--- src/rtl/mem_rd_agent.sv ---
// mem_rd_agent: AXI4 read-traffic master.
// Sweeps a fixed address window with fixed-length INCR bursts and keeps up to
// OUTSTANDING_MAX bursts in flight. Every returned beat is passed straight into
// the downstream result FIFO. Saturating debug counters track AR handshakes,
// accepted R beats and error responses.
module mem_rd_agent #(
    parameter int                    DATA_WIDTH      = 64,
    parameter int                    ADDR_WIDTH      = 32,
    parameter logic [2:0]            ARSIZE          = 3'b011,
    parameter int                    BURST_LEN       = 16,
    parameter int                    OUTSTANDING_MAX = 16,
    parameter logic [ADDR_WIDTH-1:0] ADDR_BASE       = 32'h4000_0000,
    parameter logic [ADDR_WIDTH-1:0] ADDR_HIGH       = 32'h4000_2000,
    parameter int                    CNT_BITS        = 32
) (
    input  logic                  clk,
    input  logic                  rst,
    // control
    input  logic                  start,
    input  logic                  stop,
    input  logic [31:0]           burst_count,
    output logic                  busy,
    output logic                  done,
    // AXI4 read address channel
    output logic [ADDR_WIDTH-1:0] m_axi_araddr,
    output logic [7:0]            m_axi_arlen,
    output logic [2:0]            m_axi_arsize,
    output logic [1:0]            m_axi_arburst,
    output logic                  m_axi_arvalid,
    input  logic                  m_axi_arready,
    // AXI4 read data channel
    input  logic [DATA_WIDTH-1:0] m_axi_rdata,
    input  logic [1:0]            m_axi_rresp,
    input  logic                  m_axi_rlast,
    input  logic                  m_axi_rvalid,
    output logic                  m_axi_rready,
    // result FIFO write port
    output logic                  fifo_wrreq,
    input  logic                  fifo_full,
    output logic [DATA_WIDTH-1:0] fifo_data,
    // debug counters
    output logic [CNT_BITS-1:0]   dbg_ar_cnt,
    output logic [CNT_BITS-1:0]   dbg_beat_cnt,
    output logic [CNT_BITS-1:0]   dbg_err_cnt
);

    // Outstanding counter must be able to hold OUTSTANDING_MAX itself.
    localparam int                  OSW         = $clog2(OUTSTANDING_MAX + 1);
    localparam logic [OSW-1:0]      OUT_MAX     = OSW'(OUTSTANDING_MAX);
    // Address arithmetic is done one bit wider so a window ending at the very
    // top of the address space still compares correctly.
    localparam logic [ADDR_WIDTH:0] BURST_BYTES = (ADDR_WIDTH + 1)'(BURST_LEN * 8);
    localparam logic [ADDR_WIDTH:0] HIGH_EXT    = {1'b0, ADDR_HIGH};

    localparam logic [1:0] S_IDLE  = 2'd0;
    localparam logic [1:0] S_RUN   = 2'd1;
    localparam logic [1:0] S_DRAIN = 2'd2;

    localparam int NUM_DBG = 3;

    // ------------------------------------------------------------------
    // State
    // ------------------------------------------------------------------
    logic [1:0]            r_state;
    logic [ADDR_WIDTH-1:0] r_araddr;
    logic                  r_arvalid;
    logic                  r_done;
    logic [31:0]           r_issued;
    logic [31:0]           r_count;
    logic [OSW-1:0]        r_outstanding;

    // ------------------------------------------------------------------
    // Combinational helpers
    // ------------------------------------------------------------------
    logic                  w_ar_hs;
    logic                  w_r_hs;
    logic                  w_rlast_hs;
    logic                  w_dec;
    logic [OSW-1:0]        w_outstanding_next;
    logic [31:0]           w_issued_next;
    logic                  w_last_issue;
    logic                  w_can_issue;
    logic [ADDR_WIDTH:0]   w_addr_sum;
    logic [ADDR_WIDTH-1:0] w_addr_next;
    logic                  w_counting;

    assign w_ar_hs    = r_arvalid & m_axi_arready;
    assign w_r_hs     = m_axi_rvalid & m_axi_rready;
    assign w_rlast_hs = w_r_hs & m_axi_rlast;

    // A burst completing with nothing on record (orphan data after a reset)
    // must not wrap the counter below zero.
    assign w_dec              = w_rlast_hs && (r_outstanding != '0);
    assign w_outstanding_next = r_outstanding + OSW'(w_ar_hs) - OSW'(w_dec);

    assign w_issued_next = r_issued + 32'(w_ar_hs);
    assign w_last_issue  = w_ar_hs && (r_count != 32'd0) && (w_issued_next == r_count);

    // Issue decision is made on post-handshake values so a freshly freed slot
    // (rlast this cycle) can be refilled on the very next cycle.
    assign w_can_issue = (w_outstanding_next < OUT_MAX)
                       && ((r_count == 32'd0) || (w_issued_next < r_count))
                       && !stop;

    assign w_addr_sum  = {1'b0, r_araddr} + BURST_BYTES;
    assign w_addr_next = (w_addr_sum >= HIGH_EXT) ? ADDR_BASE : w_addr_sum[ADDR_WIDTH-1:0];

    // Beats are only attributed to a run while the engine is active; data
    // still trickling in after a reset is forwarded but not counted.
    assign w_counting = (r_state != S_IDLE);

    // ------------------------------------------------------------------
    // Control FSM, AR request generation and address sweep
    // ------------------------------------------------------------------
    always_ff @(posedge clk or posedge rst) begin
        if (rst) begin
            r_state   <= S_IDLE;
            r_araddr  <= ADDR_BASE;
            r_arvalid <= 1'b0;
            r_done    <= 1'b0;
            r_issued  <= 32'd0;
            r_count   <= 32'd0;
        end else begin
            case (r_state)
                S_IDLE: begin
                    if (start) begin
                        r_state   <= S_RUN;
                        r_araddr  <= ADDR_BASE;
                        r_issued  <= 32'd0;
                        r_count   <= burst_count;
                        r_done    <= 1'b0;
                        // Nothing is in flight in IDLE, so only stop can hold
                        // back the first request.
                        r_arvalid <= !stop;
                    end
                end
                S_RUN: begin
                    if (w_ar_hs) begin
                        r_araddr <= w_addr_next;
                        r_issued <= w_issued_next;
                    end
                    if (w_last_issue) begin
                        r_state   <= S_DRAIN;
                        r_arvalid <= 1'b0;
                    end else if (!r_arvalid && stop) begin
                        // stop only takes effect once no request is pending
                        r_state   <= S_DRAIN;
                        r_arvalid <= 1'b0;
                    end else if (!r_arvalid || w_ar_hs) begin
                        // a pending request is never withdrawn
                        r_arvalid <= w_can_issue;
                    end
                end
                S_DRAIN: begin
                    r_arvalid <= 1'b0;
                    // leave as the last rlast is accepted so done follows
                    // one cycle after it
                    if (w_outstanding_next == '0) begin
                        r_state <= S_IDLE;
                        r_done  <= 1'b1;
                    end
                end
                default: begin
                    r_state   <= S_IDLE;
                    r_arvalid <= 1'b0;
                end
            endcase
        end
    end

    // Track bursts in flight: +1 per AR handshake, -1 per completed burst.
    always_ff @(posedge clk or posedge rst) begin
        if (rst) begin
            r_outstanding <= '0;
        end else begin
            r_outstanding <= w_outstanding_next;
        end
    end

    // ------------------------------------------------------------------
    // Debug counters: one saturating counter per event
    // ------------------------------------------------------------------
    logic [NUM_DBG-1:0]               w_cnt_evt;
    logic [NUM_DBG-1:0][CNT_BITS-1:0] w_dbg_cnt;

    assign w_cnt_evt[0] = w_ar_hs;
    assign w_cnt_evt[1] = w_r_hs && w_counting;
    assign w_cnt_evt[2] = w_r_hs && w_counting && (m_axi_rresp != 2'b00);

    generate
        for (genvar gi = 0; gi < NUM_DBG; gi++) begin : g_dbg
            logic [CNT_BITS-1:0] r_cnt;

            // Count the event, holding at all-ones instead of wrapping.
            always_ff @(posedge clk or posedge rst) begin
                if (rst) begin
                    r_cnt <= '0;
                end else if (w_cnt_evt[gi] && (r_cnt != {CNT_BITS{1'b1}})) begin
                    r_cnt <= r_cnt + CNT_BITS'(1);
                end
            end

            assign w_dbg_cnt[gi] = r_cnt;
        end
    endgenerate

    assign dbg_ar_cnt   = w_dbg_cnt[0];
    assign dbg_beat_cnt = w_dbg_cnt[1];
    assign dbg_err_cnt  = w_dbg_cnt[2];

    // ------------------------------------------------------------------
    // Outputs
    // ------------------------------------------------------------------
    assign m_axi_araddr  = r_araddr;
    assign m_axi_arvalid = r_arvalid;
    assign m_axi_arlen   = 8'(BURST_LEN - 1);
    assign m_axi_arsize  = ARSIZE;
    assign m_axi_arburst = 2'b01;

    // The FIFO is the only source of backpressure on the R channel; beats go
    // through in the same cycle they are accepted.
    assign m_axi_rready = !fifo_full;
    assign fifo_wrreq   = m_axi_rvalid && !fifo_full;
    assign fifo_data    = m_axi_rdata;

    assign busy = (r_state == S_RUN) || (r_state == S_DRAIN);
    assign done = r_done;

endmodule

--- config.mk ---
export PLATFORM = sky130hd
export DESIGN_NAME = mem_rd_agent
export DESIGN_NICKNAME = d
export VERILOG_FILES = /design/src/rtl/mem_rd_agent.sv
export SDC_FILE = /design/constraint.sdc
export NUM_CORES = 1
export LEC_CHECK = 0
export CORE_UTILIZATION = 35
export DETAILED_ROUTE_END_ITERATION = 16
export PLACE_DENSITY = 0.69
export SLEW_MARGIN = 15
export SYNTH_ARGS = -nofsm -noshare
export SYNTH_HDL_FRONTEND = slang
export SYNTH_SLANG_ARGS = --single-unit
--- constraint.sdc ---
create_clock -name clk -period 8.2 [get_ports clk]
set_clock_uncertainty 0.05 [all_clocks]
set_input_delay 1.64 -clock clk [delete_from_list [all_inputs] [get_ports clk]]
set_output_delay 1.64 -clock clk [all_outputs]
set_load 0.01 [all_outputs]
# Yosys cells after proc, flatten, opt, wreduce, memory -nomap -nowiden
# Index checks and enable logic that the tools add are counted.
[totals]
rom_bits = 0
out_inout_bits = 210
reg_bits = 201
latchBits = 0
mem_bits_rw = 0
n_memories = 0
[classes]
n_lt_le_gt_ge = 3
eq_ne = 11
bitwise_logic = 3
n_reduce_logical = 32
n_mul = 0
addsub = 7
n_mux = 20
n_shift = 0
div_mod_pow = 0
[op_table]
columns = ["cell", "count"]
rows = [
  ["two-way mux 32 bit", 5],
  ["one-hot mux 32 bit (2 select lines)", 2],
  ["adder 32 x 1 -> 32 bit (second input constant)", 3],
  ["!= test 32 bit (second input constant)", 3],
  ["adder 32 x 8 -> 33 bit (second input constant)", 1],
  [">= comparator 33 x 31 -> 1 bit (second input constant)", 1],
  ["adder 32 x 1 -> 32 bit", 1],
  ["equality test 32 bit", 1],
  ["logical NOT 32 bit", 1],
  ["< comparator 32 bit", 1],
  ["nonzero test 32 bit", 1],
  ["logical AND 1 bit", 12],
  ["AND reduction 3 bit", 3],
  ["two-way mux 2 bit", 4],
  ["nonzero test 2 bit", 4],
  ["two-way mux 1 bit", 6],
  ["!= test 2 bit (second input constant)", 3],
  ["one-hot mux 2 bit (3 select lines)", 1],
  ["adder 5 x 1 -> 5 bit", 1],
  ["logical NOT 5 bit", 1],
  ["< comparator 5 bit (second input constant)", 1],
  ["nonzero test 5 bit", 1],
  ["subtractor 5 x 1 -> 5 bit", 1],
  ["!= test 4 bit (second input constant)", 1],
  ["9 further kinds", 17],
]

# Depth between registers and ports, before layout
[depth]
ltp_word = 12
ltp_mapped = 18
ltp_nobuf = 17

# Worst setup path before layout
# OpenSTA, ideal clock, no wires.
[synth_timing]
path_kind = "input-to-reg"
from = "input port m_axi_arready"
to = "register r_state[0]"
slack_ns = 3.470
setup_time_ns = 0.125
path_buffers = 1
stages = 16
required_ns = 8.025
t_arrival_ns = 4.555
cell_sequence = "and2_1 ha_1 ha_1 nand2_1 or3_1 clkbuf_1 nor3_1 nand4_1 xnor2_1 ha_1 nand4_1 nor2_1 nand4_1 o21ai_0 o21ai_0 mux2_2"
[synth_via]
elab_chain_len = 6
word_cells_on_any_way = 13
classes_between = "add/sub (3); eq/ne (3); mux (2); bitwise (1); reduce/logical (4)"
[synth_rtl]
columns = ["element", "line", "source"]
rows = [
  ["start, declared", "30", "input logic m_axi_arready,"],
  ["AND 1 bit (*)", "87", "assign w_ar_hs = r_arvalid & m_axi_arready;"],
  ["adder 32 x 1 -> 32 bit or adder 5 x 1 -> 5 bit (tied branches)", "96, 94", ""],
  ["equality test 32 bit or subtractor 5 x 1 -> 5 bit (tied branches)", "97, 94", ""],
  ["logical AND 1 bit or logical NOT 5 bit (tied branches)", "97, 158", ""],
  ["!= test 3 bit (no source line) (tied with other cells)", "n/a", ""],
  ["AND reduction 3 bit (no source line) or one-hot mux 2 bit (3 select lines) (tied branches)", "n/a", ""],
  ["end signal, assigned", "117", "r_state <= S_IDLE;"],
  ["end signal, assigned", "127", "r_state <= S_RUN;"],
  ["end signal, assigned", "143", "r_state <= S_DRAIN;"],
  ["end, declared", "64", "logic [1:0] r_state;"],
]
# Mark *: on every way between the ends. The rest lies on a longest branch, timed or not.
# A chain may end at the register's enable or synchronous reset.

# Worst setup path after layout
# Ends and elaborated chain as after synthesis.

==> reports/qor.txt <==
Crit Path Category: input pin to flop
synth cell count leaders: dfrtp_1 (193), xnor2_1 (100), nand2_1 (93)
Pwr Density: 227 nW/um2
slowest CP cell: nor3_1
EDFF count, synth: 0
worst vdd ir: 0.000165 V
setup TNS: 0 ps
leading area contributor after synthesis: dfrtp_1
area of the mapped netlist: 11,300 um2
crit-path max FO: 5
fin util: 42.3%
Synth cell types: 62
number of global-route vias before repair: 8,359
CTS clk-pin slew, worst paths: 80 ps
final setup vio count: 0
most frequent cell after synthesis: dfrtp_1
starting density of the core: 35.7%
Cells after Synth: 1,139
via count: 8,404
actual slew at the worst max-slew pin: 1090 ps
status: finished, final reports clean
largest net degree at the start of global routing: 123
fmax: 0.186 GHz
gpl congestion: 0.837
share of flip-flops with an asynchronous set or reset: 100%
H-tree levels: 4
Synth top area share: 42.8%
Resized cells post-CTS: 0
final setup margin: 2830 ps
gr usage total: 16.3%
TritonCTS clock tree: done
TritonCTS buffer count: 17
# Post-CTS Setup Buffers: 0
IO Pins: 316
Hold Path Class: flop to flop
Lkg Pwr: 5.95 nW
core area: 31,600 um2
Critical Path, Cell by Cell: clkdlybuf4s50_1, and2_1, ha_1, ha_1, nand2_1, or3_1, nor3_1, nand4_1, xnor2_1, ha_1, nand4_1, nor2_1, nand4_1, o21ai_0, o21ai_0, mux2_2
dpl ws: 2340 ps
startpoint types: input pin
post-route ant nets: 0
CP arrival: 5670 ps
First DRT Iteration DRCs: 546
Via density: 5.10
CP max stage delay: 480 ps
WP data required: 8490 ps
maximum capacitance violations: 0
final wirelength: 26.2 mm
initial antenna violation count: 3
worst skew pair latency: 450 ps
Avg WL per Cell: 15.9 um
Most used DFF post-synth: dfrtp_1
Horiz. Die Dim: 182 um
footprint of the multi-input gates: 5430 um2
CTS max path bufs: 2
RSZ-0062 raised after global routing: no
GRT overflow: 0
CP endpoint kind: flop
count of pins over their slew limit: 0
Slew Limit Headroom: 27.3%
sequential share of the synthesized area: 43.0%
clk root buf: clkbuf_16
DIE HEIGHT: 182 um
DP HPWL: 18.7 mm
Mean Syn Cell Area: 9.91 um2
Yosys reg bits: 194
area delta synth->final: 18.4%
top cells by area, synth: dfrtp_1 (43%), xnor2_1 (7.8%), buf_4 (5.8%)
CP Buf/Inv Count: 1
Synth warnings: 0
final hold violations: 0
Worst path top cell family by delay: simple AND/OR/NAND/NOR gates
Final Cycle Share: 65.5%
storage element area: 4860 um2
fraction of layout cells with a size suffix above 1: 8.12%
clk sinks: 194
drt first pass iters: 5
fillcell total: 3,022
Min Clock Period, post-route: 5370 ps
Hold Buf Count CTS: 0
first-pass GRT wire length: 43.2 mm
IO buf count: 167
final-stage net count: 1,385
# DRC: 0
Row Count: 65
die area: 33,000 um2
[routing by layer]
| layer | part of all wire, % | vias up | wire [um] | global-route usage, % |
|---|---|---|---|---|
| li1 | - | 4062 | - | - |
| met1 | 45 | 4113 | 11800 | 21.1 |
| met2 | 47 | 189 | 12300 | 26.1 |
| met3 | 6.2 | 36 | 1630 | 4.97 |
| met4 | 1.6 | 4 | 421 | 4.68 |
| met5 | 0.088 | - | 23 | 0 |
[state kept, by name, indices dropped and copies added (netlist names)]
register / cells
done: 1
dbg_beat_cnt: 32
r_outstanding: 5
r_issued: 32
m_axi_araddr: 25
r_count: 32
dbg_err_cnt: 32
m_axi_arvalid: 1
r_state: 2
dbg_ar_cnt: 32
[worst paths after layout]
check | endpoint | depth (start not counted) | slack (ps) | from
setup / recovery | r_state[0] | 16 | 2830 | m_axi_arready
hold / removal | dbg_beat_cnt[10] | 1 | 440 | dbg_beat_cnt[10]
setup reg to reg | r_state[0] | 15 | 4060 | m_axi_arvalid
hold reg to reg | dbg_beat_cnt[10] | 1 | 440 | dbg_beat_cnt[10]
max in group asynchronous | r_count[16] | 3 | 4960 | rst
min in group asynchronous | dbg_ar_cnt[5] | 2 | 1670 | rst
[stage by stage]
step	cell area, um2	std cells	power (W)	hold slack (ps)
2_1_floorplan	11400	1157	0.00189	404
3_3_place_gp	12800	1614	0.00215	422
3_5_place_dp	12800	1614	0.00219	427
4_1_cts	13400	1646	0.00307	443
5_1_grt	13400	1647	0.00324	472
6_report	13400	1647	0.00304	443
[cells in the final DEF, fill, tap and decap left out, types with 7 or more instances in the layout]
cell / n
nor2b_1: 11
a21o_1: 17
dfrtp_1: 193
a22o_1: 14
conb_1: 20
mux2_2: 36
a21oi_1: 23
nand2_1: 93
nor2_1: 49
inv_1: 62
nor4_1: 13
o21ai_0: 36
buf_4: 7
nor3_1: 24
nand4_1: 52
nand3_1: 76
clkbuf_16: 17
a211o_1: 8
xor2_1: 34
ha_1: 47
and2_1: 12
and3_1: 29
xnor2_1: 100
clkdlybuf4s50_1: 167
and4_1: 13
o31ai_1: 17
[power breakdown]
part	switching (W)	internal, W	total (W)
Clock	0.000406	0.000461	0.000867
Combinational	0.000508	0.000412	0.000920
Sequential	0.000146	0.00110	0.00125
[kinds of logic (layout without fill, tap and decap cells)]
logic type	after synthesis	count (layout)	synth area share, %
AND/OR/NAND/NOR	400	400	19.2
other	2	21	0.0665
flip-flops	194	194	43.0
adder cells (fa/ha/maj)	48	48	5.39
XOR/XNOR	134	134	10.4
AO/OA/AOI/OAI	137	137	8.32
multiplexers	41	41	4.03
buffers and inverters	183	270	9.60
[layout make-up]
| class | count | area share, % |
|---|---|---|
| multi-input cells | 780 | 40.6 |
| flip-flops and latches | 194 | 36.3 |
| repair buffers | 174 | 12.9 |
| well taps | 402 | 3.76 |
| clock buffers | 18 | 3.21 |
| inverters | 64 | 1.85 |
| clock inverters | 14 | 1.30 |
| diodes | 1 | 0.0187 |
Power figures use the tool's default switching activity.
